## config.mk

```make
export PLATFORM = sky130hd
export DESIGN_NAME = alu_decoder
export DESIGN_NICKNAME = d
export VERILOG_FILES = /design/src/rtl/alu_pkg.sv /design/src/rtl/alu_skid_buf.sv /design/src/rtl/alu_decoder.sv
export SDC_FILE = /design/constraint.sdc
export NUM_CORES = 1
export LEC_CHECK = 0
export BUFFER_PORTS_ARGS = -buffer_cell sky130_fd_sc_hd__clkbuf_2
export CAP_MARGIN = 25
export CORE_ASPECT_RATIO = 1.4
export CORE_MARGIN = 3
export CORE_UTILIZATION = 50
export DETAILED_ROUTE_END_ITERATION = 6
export HOLD_SLACK_MARGIN = 0.1
export PLACE_DENSITY = 0.75
export SYNTH_ARGS = -nofsm -noshare
export SYNTH_HDL_FRONTEND = slang
export SYNTH_SLANG_ARGS = --single-unit
```

## constraint.sdc

```tcl
create_clock -name clk -period 5.46 [get_ports clk]
set_input_delay 0.819 -clock clk [delete_from_list [all_inputs] [get_ports clk]]
set_output_delay 0.819 -clock clk [all_outputs]
set_load 0.03 [all_outputs]
```

## src/rtl/alu_pkg.sv

```systemverilog
// Shared types for the ALU decode path: control codes, opcode constants,
// the decoded-entry record and an immediate sign-extension helper.
package alu_pkg;

  localparam int ALU_XLEN = 32;

  typedef enum logic [3:0] {
    ALU_ADD  = 4'b0000,
    ALU_SLL  = 4'b0001,
    ALU_SLT  = 4'b0010,
    ALU_SLTU = 4'b0011,
    ALU_XOR  = 4'b0100,
    ALU_SRL  = 4'b0101,
    ALU_OR   = 4'b0110,
    ALU_AND  = 4'b0111,
    ALU_SUB  = 4'b1000,
    ALU_SRA  = 4'b1101
  } alu_ctrl_e;

  localparam logic [6:0] OPC_OP     = 7'b0110011;
  localparam logic [6:0] OPC_OP_IMM = 7'b0010011;
  localparam logic [6:0] OPC_LOAD   = 7'b0000011;
  localparam logic [6:0] OPC_STORE  = 7'b0100011;

  localparam logic [6:0] F7_ZERO = 7'b0000000;
  localparam logic [6:0] F7_ALT  = 7'b0100000;

  typedef struct packed {
    alu_ctrl_e             control;
    logic [ALU_XLEN-1:0]   d1;
    logic [ALU_XLEN-1:0]   d2;
    logic                  illegal;
  } alu_entry_t;

  function automatic logic [ALU_XLEN-1:0] sext12(input logic [11:0] imm);
    return {{(ALU_XLEN-12){imm[11]}}, imm};
  endfunction

endpackage

```

## src/rtl/alu_skid_buf.sv

```systemverilog
// Two-entry in-order buffer between the decoder and the ALU.
// The head entry is always held in r_head so the outputs come straight
// from a register and stay stable under back-pressure.
module alu_skid_buf
  import alu_pkg::*;
#(
  parameter type T = alu_entry_t
) (
  input  logic clk,
  input  logic rst_n,
  input  logic flush,
  input  logic in_valid,
  output logic in_ready,
  input  T     in_data,
  output logic out_valid,
  input  logic out_ready,
  output T     out_data
);

  typedef enum logic [1:0] {
    ST_EMPTY = 2'd0,
    ST_ONE   = 2'd1,
    ST_FULL  = 2'd2
  } buf_state_e;

  buf_state_e r_state;
  buf_state_e w_state_nxt;
  logic       r_in_ready;
  T           r_head;
  T           r_tail;
  logic       w_push;
  logic       w_pop;
  logic       w_ld_head_in;
  logic       w_ld_head_tail;
  logic       w_ld_tail;
  logic       w_clr;

  // in_ready is registered, so FULL blocks pushes even when a pop happens
  assign w_push    = in_valid && r_in_ready;
  assign w_pop     = out_valid && out_ready;
  assign in_ready  = r_in_ready;
  assign out_valid = (r_state != ST_EMPTY);
  assign out_data  = r_head;

  // State register
  always_ff @(posedge clk or negedge rst_n) begin
    if (!rst_n) r_state <= ST_EMPTY;
    else        r_state <= w_state_nxt;
  end

  // Next-state and entry-movement decode; flush overrides any handshake
  always_comb begin
    w_state_nxt    = r_state;
    w_ld_head_in   = 1'b0;
    w_ld_head_tail = 1'b0;
    w_ld_tail      = 1'b0;
    w_clr          = 1'b0;
    if (flush) begin
      w_state_nxt = ST_EMPTY;
      w_clr       = 1'b1;
    end else begin
      case (r_state)
        ST_EMPTY: begin
          if (w_push) begin
            w_state_nxt  = ST_ONE;
            w_ld_head_in = 1'b1;
          end
        end
        ST_ONE: begin
          if (w_push && w_pop) begin
            w_ld_head_in = 1'b1;
          end else if (w_push) begin
            w_state_nxt = ST_FULL;
            w_ld_tail   = 1'b1;
          end else if (w_pop) begin
            w_state_nxt = ST_EMPTY;
          end
        end
        ST_FULL: begin
          if (w_pop) begin
            w_state_nxt    = ST_ONE;
            w_ld_head_tail = 1'b1;
          end
        end
        default: w_state_nxt = ST_EMPTY;
      endcase
    end
  end

  // Ready follows the state we are about to enter; held low during reset
  always_ff @(posedge clk or negedge rst_n) begin
    if (!rst_n) r_in_ready <= 1'b0;
    else        r_in_ready <= (w_state_nxt != ST_FULL);
  end

  // Entry storage; cleared on reset and flush so the outputs read as zero
  always_ff @(posedge clk or negedge rst_n) begin
    if (!rst_n) begin
      r_head <= '0;
      r_tail <= '0;
    end else if (w_clr) begin
      r_head <= '0;
      r_tail <= '0;
    end else begin
      if (w_ld_head_in)   r_head <= in_data;
      if (w_ld_head_tail) r_head <= r_tail;
      if (w_ld_tail)      r_tail <= in_data;
    end
  end

endmodule

```

## src/rtl/alu_decoder.sv

```systemverilog
// RV32I ALU-instruction decoder: combinational decode of the incoming
// instruction into control code and operands, buffered by alu_skid_buf.
module alu_decoder
  import alu_pkg::*;
#(
  parameter int XLEN = 32
) (
  input  logic            clk,
  input  logic            rst_n,
  input  logic            flush,
  input  logic            in_valid,
  output logic            in_ready,
  input  logic [31:0]     in_instr,
  input  logic [XLEN-1:0] in_rs1,
  input  logic [XLEN-1:0] in_rs2,
  output logic            out_valid,
  input  logic            out_ready,
  output logic [3:0]      out_control,
  output logic [XLEN-1:0] out_d1,
  output logic [XLEN-1:0] out_d2,
  output logic            out_illegal
);

  logic [6:0]          w_opcode;
  logic [2:0]          w_funct3;
  logic [6:0]          w_funct7;
  alu_ctrl_e           w_ctrl;
  logic [ALU_XLEN-1:0] w_d2;
  logic                w_legal;
  alu_entry_t          w_entry;
  alu_entry_t          w_head;
  logic                w_unused;

  assign w_opcode = in_instr[6:0];
  assign w_funct3 = in_instr[14:12];
  assign w_funct7 = in_instr[31:25];
  // rs1 index field is resolved upstream by the register file
  assign w_unused = &{1'b0, in_instr[19:15]};

  // Decode opcode/funct fields into control code, operand 2 and legality
  always_comb begin
    w_ctrl  = ALU_ADD;
    w_d2    = '0;
    w_legal = 1'b0;
    case (w_opcode)
      OPC_OP: begin
        w_ctrl  = alu_ctrl_e'({in_instr[30], w_funct3});
        w_d2    = in_rs2;
        w_legal = (w_funct7 == F7_ZERO) ||
                  ((w_funct7 == F7_ALT) && ((w_funct3 == 3'b000) || (w_funct3 == 3'b101)));
      end
      OPC_OP_IMM: begin
        w_ctrl = alu_ctrl_e'({(w_funct3 == 3'b101) ? in_instr[30] : 1'b0, w_funct3});
        // Shift-immediates: the upper imm bits select the shift kind, so
        // only the 5-bit shamt is the operand
        if (w_funct3[1:0] == 2'b01) w_d2 = {{(ALU_XLEN-5){1'b0}}, in_instr[24:20]};
        else                        w_d2 = sext12(in_instr[31:20]);
        case (w_funct3)
          3'b001:  w_legal = (w_funct7 == F7_ZERO);
          3'b101:  w_legal = (w_funct7 == F7_ZERO) || (w_funct7 == F7_ALT);
          default: w_legal = 1'b1;
        endcase
      end
      OPC_LOAD: begin
        w_ctrl  = ALU_ADD;
        w_d2    = sext12(in_instr[31:20]);
        w_legal = 1'b1;
      end
      OPC_STORE: begin
        w_ctrl  = ALU_ADD;
        w_d2    = sext12({in_instr[31:25], in_instr[11:7]});
        w_legal = 1'b1;
      end
      default: w_legal = 1'b0;
    endcase
  end

  // Illegal encodings still flow through, but with zeroed control/operands
  always_comb begin
    w_entry = '0;
    if (w_legal) begin
      w_entry.control = w_ctrl;
      w_entry.d1      = in_rs1;
      w_entry.d2      = w_d2;
      w_entry.illegal = 1'b0;
    end else begin
      w_entry.control = ALU_ADD;
      w_entry.d1      = '0;
      w_entry.d2      = '0;
      w_entry.illegal = 1'b1;
    end
  end

  alu_skid_buf #(
    .T (alu_entry_t)
  ) u_buf (
    .clk       (clk),
    .rst_n     (rst_n),
    .flush     (flush),
    .in_valid  (in_valid),
    .in_ready  (in_ready),
    .in_data   (w_entry),
    .out_valid (out_valid),
    .out_ready (out_ready),
    .out_data  (w_head)
  );

  assign out_control = w_head.control;
  assign out_d1      = w_head.d1;
  assign out_d2      = w_head.d2;
  assign out_illegal = w_head.illegal;

endmodule

```

==> impl_metrics.yaml, run 1 <==
critical_path:
  r2r_end: "u_buf.out_data[45]"
  crit_arrival_ns: 3.68
  crit_type: "primary input to register"
  crit_chain: "clkbuf_2, nor4b_1, nand2_1, or3_2, o21ai_0"
  crit_start: "in_instr[3]"
  cp_num_buf_inv: 1
  crit_family: "simple AND/OR/NAND/NOR gates"
  worstReg2RegStart: "u_buf.r_state[1]"
  rrSetupSlack_ns: 2.93
  cpPeakStageDelay_ns: 1.05
  end_kind: "register"
  crit_path_top_delay_cell: "or3_2"
  cp_max_fo: 56
  ff2ff_path_depth: 5
  required_ns: 5.77
  start_kind: "primary input"
power_and_ir_drop:
  power_density_mw_per_mm2: 318
  leakage_uw: 0.00386
  ir_drop_mv: 0.227
timing:
  fmax_mhz: 297
  hold_viol: 0
  fin_crit_sh_pct: 61.7
  setup_viol: 0
  rsz0062_at_grt: "no"
  slew_viol_final: 0
  fin_crit_ns: 3.37
  maxSlewHeadroom_pct: 34.6
  tightest_slew_ns: 0.981
  tns_ns: 0
  skew_ns: 0.0105
  holdWs_ns: 0.480
detailed_routing:
  dr_total_vias: 5439
  first_iter_violations: 353
  viasPerCell: 5.93
  routed_wl_mm: 17.0
  post_drt_wl_per_cell_um: 18.6
  drt_first_pass_iters: 5
  drc: 0
  postRouteAntennaNets: 0
synthesis:
  syn-cell-area_sq_mm: 0.00617
  syn-num-nets: 715
  synth_largest_area_cell: "dfrtp_1"
  synthesis.area_per_instance_sq_um: 10.0
  synth_cell_type_count: 40
  synth_seq_cells: 141
  ys_seq_area_share_pct: 57.2
  yosysWarnings: 0
  syn_inst: 614
  synth.top_cell.area_share_pct: 57.2
  ys_top_cells_by_area: "dfrtp_1 (57%), o21ai_0 (8.5%), a22oi_1 (7.2%)"
die:
  initial_core_util_pct: 51.7
  ios: 172
  die_height_um: 137
  coreArea_sq_mm: 0.0119
  floorplan.rows: 47
  die-area_sq_mm: 0.0137
  die_width_um: 99.9
global_route:
  gr-usage-met1_pct: 30.9
  grt-busiest-layer: "met2"
  grt_util_met3_pct: 6.18
  antenna_found_initial: 0
  grt_pass1_vias: 5443
  gr-total-overflow: 0
  grtUsageTotal_pct: 25.1
  grt.met2_usage_pct: 42.5
  grt_max_degree: 98
  grt_pass1_wl_mm: 27.1
worst_hold_path:
  hold_start: "u_buf.r_tail[19]"
  min_path_cells: 2
  hold_end: "u_buf.r_tail[19]"
  hold_class: "register to register"
clock_network:
  root_buffer: "clkbuf_16"
  clk_path_buf_depth: 2
  cts_tree: "yes"
  clk_pin_slew_ns: 0.06
  cts_resized: 0
  clock_latency_ns: 0.41
  hold_buffers: 0
  post_cts_buffers: 0
  clkSinkCount: 141
  numCtsBuffers: 17
  cts_max_level: 4
final_layout:
  multi_input_area_sq_mm: 0.00232
  drive_gt1_share_pct: 27.8
  areaGrowthSynthToFinish_pct: 25.1
  fin_nets: 858
  ff_latch_area_sq_mm: 0.00353
  num_antenna_cells: 0
  fillers: 994
flow_run:
  max-cap-violations: 0
placed_design:
  dp_hpwl_mm: 11.1
  gp_congestion: 0.883
  numPortBuffers: 166
outcome:
  status: "finished, final reports clean"
-- per-layer routing --
metal,share of wire [%],vias up,wire [um]
met2,52,181,8920
met4,2.3,0,391
met5,0,-,0
met3,5.8,29,994
li1,-,2497,-
met1,40,2732,6730
-- cell type report --
cell class                      instances  area share (%)
Sequential cell                       141            45.7
Tap cell                              147            2.38
Inverter                               36            1.75
Clock inverter                         13            2.43
Clock buffer                           19            5.74
Multi-Input combinational cell        386            30.1
Timing Repair Buffer                  175            11.9
-- logic make-up (layout without fill, tap and decap cells) --
| logic type | Yosys count | in the layout | synth area share, % |
|---|---|---|---|
| muxes | 5 | 5 | 0.811 |
| and+or+nand+nor | 129 | 129 | 9.84 |
| DFF | 141 | 141 | 57.2 |
| buffers and inverters | 87 | 243 | 5.54 |
| AOI/OAI and AO/OA | 252 | 252 | 26.6 |
-- state kept, by name, summed over array words and instances (netlist names) --
signal	cells
u_buf.out_data	69
u_buf.r_tail	69
u_buf.r_state	2
u_buf.in_ready	1
-- report_power, final --
part	leakage (uW)	internal [uW]	switching, uW	total (uW)
Clock	0.000300	779	443	1220
Sequential	0.00196	1050	4.33	1060
Combinational	0.00160	55.7	122	178
Total	0.00386	1890	569	2460
-- cell usage after synthesis --
| master | number |
|---|---|
| nand3_1 | 5 |
| o32a_1 | 8 |
| dfrtp_1 | 141 |
| and3b_1 | 1 |
| and2_1 | 2 |
| nand3b_1 | 1 |
| a22oi_1 | 59 |
| nor4_1 | 1 |
| nand2b_1 | 2 |
| inv_1 | 35 |
| a21oi_1 | 15 |
| a2111oi_1 | 1 |
| nor2_1 | 14 |
| o22ai_1 | 1 |
| nor4b_1 | 1 |
| or4_1 | 1 |
| nand2_1 | 69 |
| o21ai_1 | 8 |
| nor3_1 | 2 |
| nor2b_1 | 7 |
| buf_6 | 1 |
| or3b_2 | 1 |
| nor3b_1 | 2 |
| a22o_1 | 26 |
| o31ai_2 | 2 |
| nor3_2 | 1 |
| o31a_1 | 1 |
| o211a_1 | 1 |
| buf_2 | 6 |
| clkinv_1 | 1 |
| o211ai_1 | 5 |
| or3_1 | 2 |
| mux2i_1 | 5 |
| o31ai_1 | 14 |
| o21ai_0 | 105 |
| clkbuf_1 | 44 |
| and3_1 | 17 |
| a32o_1 | 1 |
| a21o_1 | 3 |
| o21a_1 | 2 |
-- cells in the final DEF (no fill, tap or decap), types with 8 or more instances in the layout --
master,synthesis,routed
o21ai_0,105,105
a22o_1,26,26
nor2_1,14,13
buf_4,0,8
inv_1,35,35
dfrtp_1,141,141
o32a_1,8,8
nand2_1,69,69
a21oi_1,15,14
clkbuf_16,0,17
and3_1,17,17
clkbuf_2,0,165
o31ai_1,14,14
o21ai_1,8,8
a22oi_1,59,59
-- worst max path at each step --
stage	end	slack (ns)	cells after the start
6_report	u_buf.out_data[35]	2.09	5
5_1_grt	u_buf.r_tail[9]	1.79	6
4_1_cts	u_buf.out_data[45]	2.15	5
3_5_place_dp	u_buf.r_tail[10]	1.77	6
3_3_place_gp	u_buf.r_tail[10]	1.80	6
2_1_floorplan	u_buf.r_tail[28]	2.55	8
-- stage by stage --
| step | util (%) | total power, uW | instance area [sq um] | instances | setup slack [ns] |
|---|---|---|---|---|---|
| 5_1_grt | 64.7 | 2540 | 7720 | 917 | 1.79 |
| 2_1_floorplan | - | 1160 | 6170 | 614 | 2.55 |
| 3_5_place_dp | 59.4 | 1250 | 7090 | 885 | 1.77 |
| 3_3_place_gp | 59.2 | 1240 | 7070 | 884 | 1.80 |
| 6_report | 64.7 | 2460 | 7720 | 917 | 2.09 |
| 4_1_cts | 64.7 | 2480 | 7720 | 917 | 2.15 |
-- worst register-to-register path, delay by kind of cell, from the launching register on --
kind	cells	cell delay (ns)
simple gates	2	1.13
flops	1	0.48
compound gates	2	0.30
buf+inv	1	0.51
Note: power is estimated with default switching activity, not from simulation.
==> inputs of run 2 (changes only) <==
--- a/config.mk
+++ b/config.mk
@@ -5,6 +5,7 @@
 export SDC_FILE = /design/constraint.sdc
 export NUM_CORES = 1
 export LEC_CHECK = 0
+export ABC_AREA = 1
 export BUFFER_PORTS_ARGS = -buffer_cell sky130_fd_sc_hd__clkbuf_2
 export CAP_MARGIN = 25
 export CORE_ASPECT_RATIO = 1.4
@@ -12,7 +13,7 @@
 export CORE_UTILIZATION = 50
 export DETAILED_ROUTE_END_ITERATION = 6
 export HOLD_SLACK_MARGIN = 0.1
-export PLACE_DENSITY = 0.75
+export PLACE_DENSITY = 0.74
 export SYNTH_ARGS = -nofsm -noshare
 export SYNTH_HDL_FRONTEND = slang
 export SYNTH_SLANG_ARGS = --single-unit
==> constraint.sdc (replaced) <==
create_clock -name clk -period 3.3 [get_ports clk]
set_input_delay 0.495 -clock clk [delete_from_list [all_inputs] [get_ports clk]]
set_output_delay 0.495 -clock clk [all_outputs]
set_load 0.03 [all_outputs]
==> run 2 against run 1 <==
Net effect: utilization shrank 0.88 points; clock power grew 66%; combinational power grew to 3.2 times the previous value; die area grew 8.0%; sequential power grew 73%; clock-buffer cell count shrank 2; non-clock buffer count grew 8; largest cell class unchanged; largest power group unchanged; highest routed layer unchanged.
==> impl_metrics.yaml, run 2 <==
outcome:
  status: "finished, final reports clean"
synthesis:
  synthesis.area_per_instance_sq_um: 7.98
  synthTopCellsByCount: "nand2_1 (199), nand3_1 (182), dfrtp_1 (141)"
  synthArstFlopShare_pct: 100
  synth_seq_cells: 141
  ys_top_cells_by_area: "dfrtp_1 (53%), nand3_1 (14%), nand2_1 (11%)"
  syn-cell-area_sq_mm: 0.00669
  ys_seq_area_share_pct: 52.7
  synth-edff-count: 0
  yosysWarnings: 0
  ys.flop_type: "dfrtp_1"
  yosysMostFrequentCell: "nand2_1"
  synth_largest_area_cell: "dfrtp_1"
  syn-num-nets: 939
  synth.top_cell.area_share_pct: 52.7
  syn_inst: 838
  synth_cell_type_count: 21
power_and_ir_drop:
  p_seq_share_pct: 41.5
  combPwrFrac_pct: 12.9
  fin_total_pwr_uw: 4420
  p_switching_uw: 1200
  clock_power_share_pct: 45.7
  leakage_uw: 0.00446
  ir_drop_mv: 0.318
  switching_share_pct: 27.1
  power_density_mw_per_mm2: 534
  internal_power_uw: 3220
critical_path:
  ff2ff_path_depth: 9
  required_ns: 3.64
  end_kind: "register"
  cp_max_fo: 36
  start_kind: "register"
  crit_type: "register to register"
  crit_arrival_ns: 2.50
global_route:
  grt_util_met3_pct: 4.75
  grtUsageTotal_pct: 25.6
  grt_pass1_wl_mm: 31.0
  grt_max_degree: 70
  grt-busiest-layer: "met2"
  gr-usage-met1_pct: 32.2
  antenna_found_initial: 0
  grt_pass1_vias: 6402
  gr-total-overflow: 0
  grt.met2_usage_pct: 45.0
detailed_routing:
  drt_first_pass_iters: 5
  drc: 0
  postRouteAntennaNets: 0
  dr_total_vias: 6407
  routed_wl_mm: 18.6
  viasPerCell: 5.47
  first_iter_violations: 391
  post_drt_wl_per_cell_um: 15.8
clock_network:
  clk_path_buf_depth: 2
  clk_pin_slew_ns: 0.06
  cts_resized: 0
  clock_latency_ns: 0.41
  post_cts_buffers: 0
  clkSinkCount: 141
  hold_buffers: 1
  numCtsBuffers: 17
  cts_tree: "yes"
  root_buffer: "clkbuf_16"
  cts_max_level: 4
timing:
  rsz0062_at_grt: "no"
  fmax_mhz: 464
  maxSlewHeadroom_pct: 44.7
  fin_ws_ns: 1.15
  holdWs_ns: 0.316
  fin_crit_sh_pct: 65.3
  fin_crit_ns: 2.15
  skew_ns: 0.00757
  hold_viol: 0
  tns_ns: 0
  slew_viol_final: 0
  tightest_slew_ns: 0.829
  setup_viol: 0
placed_design:
  placed_cells: 1139
  gp_congestion: 0.828
  dp_hpwl_mm: 11.8
  place_ws_ns: 0.931
  numPortBuffers: 166
flow_run:
  max-cap-violations: 0
final_layout:
  fillers: 1189
  num_antenna_cells: 0
  mostFrequentLayoutCells: "nand2_1 (199), nand3_1 (182), clkbuf_2 (165)"
  fin_nets: 1082
  areaGrowthSynthToFinish_pct: 23.9
  layout_commonest_cell: "nand2_1"
  instances_no_fill: 1171
  multi_input_area_sq_mm: 0.00279
  drive_gt1_share_pct: 23.6
  ff_latch_area_sq_mm: 0.00353
die:
  die_height_um: 143
  floorplan.rows: 49
  die_width_um: 104
  initial_core_util_pct: 51.5
  coreArea_sq_mm: 0.0130
  ios: 172
  die-area_sq_mm: 0.0148
worst_hold_path:
  hold_class: "primary input to register"
  min_path_cells: 3
## run 2: metrics by stage
stage          cell area [sq um]  utilization (%)
2_1_floorplan               6690                -
3_3_place_gp                7660             58.9
3_5_place_dp                7660             58.9
4_1_cts                     8290             63.8
5_1_grt                     8290             63.8
6_report                    8290             63.8
## run 2: kinds of logic (layout without fill, tap and decap cells)
group                  Yosys count  in the layout  synth area share (%)
and+or+nand+nor                469            469                  30.6
AOI/OAI and AO/OA              142            142                  10.8
buffers and inverters           86            241                  5.84
DFF                            141            141                  52.7
## run 2: worst max-delay path, stage by stage (launching register included)
cell and delay, ns:
dfrtp_1 0.36, inv_1 0.07, nor2_2 0.13, inv_2 0.05, nor3_2 0.26, nand2_2 0.20, inv_2 0.49, buf_12 0.29
nand3_1 0.12, nand2_1 0.09
## run 2: power by group through the flow
stage / Clock (uW) / Combinational (uW) / Sequential [uW]
floorplan: 0 / 195 / 1990
global placement: 0 / 567 / 1860
detailed placement: 0 / 571 / 1870
CTS: 2050 / 575 / 1830
global route: 2120 / 622 / 1840
finish: 2020 / 569 / 1830
## run 2: per-layer routing
metal | vias up | part of all wire, %
li1 | 3088 | -
met1 | 3035 | 41
met2 | 262 | 51
met3 | 22 | 6.7
met4 | 0 | 1.5
met5 | - | 0
## run 2: worst paths after layout
path	start	to	slack, ns
min in group asynchronous	rst_n	u_buf.out_data[44]	0.63
worst min-delay path	in_rs1[8]	u_buf.r_tail[41]	0.32
worst max register to register	u_buf.r_state[0]	u_buf.r_tail[53]	1.15
worst max-delay path	u_buf.r_state[0]	u_buf.r_tail[53]	1.15
max in group asynchronous	rst_n	u_buf.r_tail[28]	1.91
worst min register to register	u_buf.r_tail[35]	u_buf.r_tail[35]	0.48
## run 2: final cells by class
type / instances / area share (%)
Sequential cell: 141 / 42.6
Multi-Input combinational cell: 611 / 33.6
Timing Repair Buffer: 183 / 12.4
Clock buffer: 17 / 5.13
Tap cell: 178 / 2.69
Clock inverter: 14 / 2.32
Inverter: 27 / 1.22
